`src/rtl/measure_bcd_convert.sv`:
```
// Sequential binary-to-BCD converter (double dabble), one bit per clock.
// Produces packed BCD digits and a leading-zero blank mask for the readout.
module measure_bcd_convert #(
  parameter int WIDTH  = 14,
  parameter int DIGITS = 5
) (
  input  logic                  clock,
  input  logic                  reset,
  input  logic                  start,
  input  logic [WIDTH-1:0]      num_in,
  output logic                  busy,
  output logic                  done,
  output logic [DIGITS*4-1:0]   bcd,
  output logic [DIGITS-1:0]     blank
);

  localparam int CW = $clog2(WIDTH + 1);
  localparam logic [DIGITS-1:0] BLANK_RST =
    {{(DIGITS-1){1'b1}}, 1'b0};

  typedef enum logic [1:0] {
    IDLE,
    SHIFT,
    FINISH
  } state_t;

  state_t              state;
  state_t              state_nx;
  logic [WIDTH-1:0]    bin;
  logic [DIGITS*4-1:0] scratch;
  logic [DIGITS*4-1:0] adj;
  logic [DIGITS-1:0]   mask;
  logic [CW-1:0]       cnt;
  logic                last;
  logic                lead;

  assign last = (cnt == CW'(WIDTH - 1));
  assign busy = (state != IDLE);

  always_comb begin
    adj = scratch;
    for (int i = 0; i < DIGITS; i++) begin
      if (scratch[i*4 +: 4] >= 4'd5)
        adj[i*4 +: 4] = scratch[i*4 +: 4] + 4'd3;
    end
  end

  // Blank from the top digit down until the first non-zero digit.
  always_comb begin
    mask = '0;
    lead = 1'b1;
    for (int i = DIGITS - 1; i >= 1; i--) begin
      lead    = lead & (scratch[i*4 +: 4] == 4'd0);
      mask[i] = lead;
    end
  end

  always_comb begin
    state_nx = state;
    unique case (state)
      IDLE:    if (start) state_nx = SHIFT;
      SHIFT:   if (last) state_nx = FINISH;
      FINISH:  state_nx = IDLE;
      default: state_nx = IDLE;
    endcase
  end

  always_ff @(posedge clock) begin
    if (reset)
      state <= IDLE;
    else
      state <= state_nx;
  end

  always_ff @(posedge clock) begin
    if (reset) begin
      bin     <= '0;
      scratch <= '0;
      cnt     <= '0;
      done    <= 1'b0;
      bcd     <= '0;
      blank   <= BLANK_RST;
    end else begin
      done <= 1'b0;
      unique case (state)
        IDLE: begin
          if (start) begin
            bin     <= num_in;
            scratch <= '0;
            cnt     <= '0;
          end
        end
        SHIFT: begin
          {scratch, bin} <=
            {adj[DIGITS*4-2:0], bin, 1'b0};
          cnt <= cnt + 1'b1;
        end
        FINISH: begin
          bcd   <= scratch;
          blank <= mask;
          done  <= 1'b1;
        end
        default: ;
      endcase
    end
  end

endmodule

```
`config.mk`:
```
export PLATFORM = sky130hd
export DESIGN_NAME = measure_bcd_convert
export DESIGN_NICKNAME = d
export VERILOG_FILES = /design/src/rtl/measure_bcd_convert.sv
export SDC_FILE = /design/constraint.sdc
export NUM_CORES = 1
export LEC_CHECK = 0
export ABC_AREA = 1
export CAP_MARGIN = 10
export CORE_UTILIZATION = 65
export CTS_BUF_LIST = sky130_fd_sc_hd__clkbuf_4
export CTS_CLUSTER_DIAMETER = 40
export DETAILED_ROUTE_END_ITERATION = 6
export DONT_BUFFER_PORTS = 1
export GPL_TIMING_DRIVEN = 0
export PLACE_DENSITY = 0.93
export SLEW_MARGIN = 0
export SYNTH_ARGS = -nofsm -noshare
export SYNTH_HDL_FRONTEND = slang
export SYNTH_SLANG_ARGS = --single-unit
export TNS_END_PERCENT = 1
```
`constraint.sdc`:
```
create_clock -name clock -period 1.7 [get_ports clock]
set_clock_uncertainty 0.2 [all_clocks]
set_input_delay 0.17 -clock clock [delete_from_list [all_inputs] [get_ports clock]]
set_output_delay 0.17 -clock clock [all_outputs]
set_load 0.02 [all_outputs]
```
==> results of run 1 <==
-- path summary, 6_finish.rpt --
kind	end	slack [ns]
max	blank[1]	0.08
min	state[0]	0.05
max reg2reg	blank[1]	0.08
min reg2reg	bin[0]	0.28
-- registers in the layout, indices dropped and copies added, names as in the netlist --
name and cells:
bcd 20, cnt 4, state 2, bin 14, scratch 20, blank 4, done 1
-- cell families (layout without fill, tap and decap cells) --
| group | after synthesis | count (layout) | share of synthesized area |
|---|---|---|---|
| AND/OR/NAND/NOR | 192 | 192 | 0.274 |
| AO/OA/AOI/OAI | 79 | 79 | 0.137 |
| buffers and inverters | 66 | 98 | 0.0933 |
| flip-flops | 65 | 65 | 0.433 |
| adder cells (fa/ha/maj) | 15 | 15 | 0.0624 |
| other | 1 | 1 | 0.00125 |
-- cell usage in the layout, fill, tap and decap left out, drive strengths merged --
cell type / n
nand2: 108
dfxtp: 65
inv: 48
a21oi: 45
nand3: 42
nor2: 29
o21ai: 28
clkbuf: 17
dlygate4sd3: 16
ha: 15
nand4: 10
buf: 9
bufinv: 4
clkinv: 4
o211ai: 3
or2: 2
a31oi: 1
o31ai: 1
o32ai: 1
nor3: 1
conb: 1
-- final cells by class --
class	instances	share of cell area
clock buffers	9	0.0195
well taps	52	0.0188
clock inverters	7	0.0412
flip-flops and latches	65	0.377
multi-input cells	287	0.415
inverters	49	0.0531
plain buffers	17	0.0289
repair buffers	16	0.0463
-- worst register-to-register path: stages, from the launching register on --
cell and delay [ns]:
dfxtp_2 0.36, inv_1 0.09, nand2_2 0.16, nor2_1 0.23, nand3_1 0.17, nor2_1 0.21, nand3_1 0.10, nand2_1 0.06
-- power breakdown --
part	switching, W	internal, W	total, W
clock	0.000597	0.000894	0.00149
combinational	0.000172	0.0000932	0.000265
sequential	0.0000206	0.00155	0.00157
total	0.000789	0.00254	0.00333
-- metal layers --
metal	track usage	wire length (um)
met1	0.381	3060
met3	0.0866	485
met2	0.553	3770
met4	0.198	288
met5	0	0
-- through the flow --
| step | util | setup slack [ns] | power [W] |
|---|---|---|---|
| after CTS | 0.786 | 0.0480 | 0.00332 |
| after detailed placement | 0.700 | -0.0934 | 0.00183 |
| after global placement | 0.700 | -0.0404 | 0.00182 |
| after global routing | 0.790 | 0.0129 | 0.00343 |
| final | 0.790 | 0.0846 | 0.00333 |
| after floorplan | - | 0.317 | 0.00177 |
-- timing repair --
action / 4_1_cts / 5_1_grt
endpoints found under the hold margin: 46 / 0
gates resized for setup: 2 / 8
setup endpoints to repair: 12 / 18
hold buffers: 16 / 0
buffers inserted: 0 / 0
pin swaps: 0 / 0
==> qor.yml, run 1 <==
outcome:
  status: "finished, final reports clean"
synth:
  synthTopCellsByCount: "nand2_1, dfxtp_1, a21oi_1, inv_1, nand3_1"
  synth_cell_types: 26
  synth_nets: 450
  ys_ff_latch: 65
  synth_seq_area_share: 0.433
  synthCells: 418
  syn_avg_cell_area_um2: 7.19
  ys.warnings.count: 0
  synth.top_cell.area_share: 0.433
  syn_area_um2: 3010
  yosysTopAreaCell: "dfxtp_1"
  async_reset_ff_frac: 0
  yosys-top-cells-area: "dfxtp_1, nand2_1, a21oi_1"
  synth_flop_cell: "dfxtp_1"
  synth.most_common_cell: "nand2_1"
  synth_edf_count: 0
worst_setup_path:
  cp_cell_sequence: "inv_1, nand2_2, nor2_1, nand3_1, nor2_1, nand3_1, nand2_1"
  required_ns: 1.89
  cp-startpoint: "state[0]"
  r2r_cells: 7
  worst-path-stages: 7
  path_buf_inv: 1
  slowest_stage: "dfxtp_2"
  critPathKind: "register to register"
  crit_path_max_incr_delay_ns: 0.36
  cp-start-kind: "register"
  cpLargestDelayFamily: "simple AND/OR/NAND/NOR gates"
  r2r-start: "state[0]"
  cp-end-kind: "register"
  path_max_fanout: 9
  critPathArrivalTime_ns: 1.80
sta:
  worst_hold_slack_ns: 0.0498
  rsz0062_at_grt: "no"
  finalCritPeriodShare: 0.950
  maxSlewHeadroom: 0.606
  post-route-min-period_ns: 1.62
  worst_pin_slew_ns: 0.591
  final_hold_viol_count: 0
  drv_slew: 0
  setup_viol: 0
  tns_ns: 0
  fmax_ghz: 0.619
global_route:
  grt_max_degree: 13
  grt_pass1_vias: 2833
  track_usage: 0.332
  grt_pass1_wl_um: 12600
  grt_antenna_before_repair: 0
  grt_overflow: 0
floorplanning:
  initial_core_util: 0.686
  ioPinCount: 44
  dieArea_um2: 4900
  core_area_um2: 4380
  die-width_um: 70.0
  die-height_um: 70.0
  rows: 24
routing:
  post_drt_wl_per_cell_um: 15.2
  drtPass1Iterations: 5
  drc: 0
  dr.first_iter.drc_count: 236
  route.final.wire_length_um: 7610
  drtAntennaViolNets: 0
  vias: 2965
  viasPerCell: 5.91
cts:
  cts_tree: "yes"
  htreeDepth: 3
  clock_latency_ns: 0.43
  clk_path_buf_depth: 2
  cts_buffers: 9
  clock-sinks: 65
  clock-root-buffer: "clkbuf_4"
  cts.reportedPaths.clkPinSlew_ns: 0.12
run:
  maxCapViolations: 0
place:
  dp_hpwl_um: 4860
  place_inst: 470
  io_buffers: 0
  dpl_cell_area_um2: 3070
  gp_congestion: 0.874
worst_hold_path:
  hp-start: "reset"
  hold_path_depth: 2
  hold_class: "input pin to register"
cells_and_area:
  seq_area_um2: 1310
  multiInputGateArea_um2: 1440
  final_cells: 502
  area.growth.synth_to_final_pct: 15.2
  drive_gt1_frac: 0.0956
  nFillCells: 291
  insertedDiodeCount: 0
  fin_area_um2: 3460
  nNetsFinal: 477
pwr:
  power_density_nw_per_um2: 962
  irDropWorstVdd_uv: 864
  leakagePower_nw: 1.56
(Power assumes the default switching activity.)
==> run 2, diff against run 1 <==
- CTS_CLUSTER_DIAMETER: 40 -> default
==> results of run 2 <==
Same layout as run 1: the final DEF is identical, and so are final timing and power.
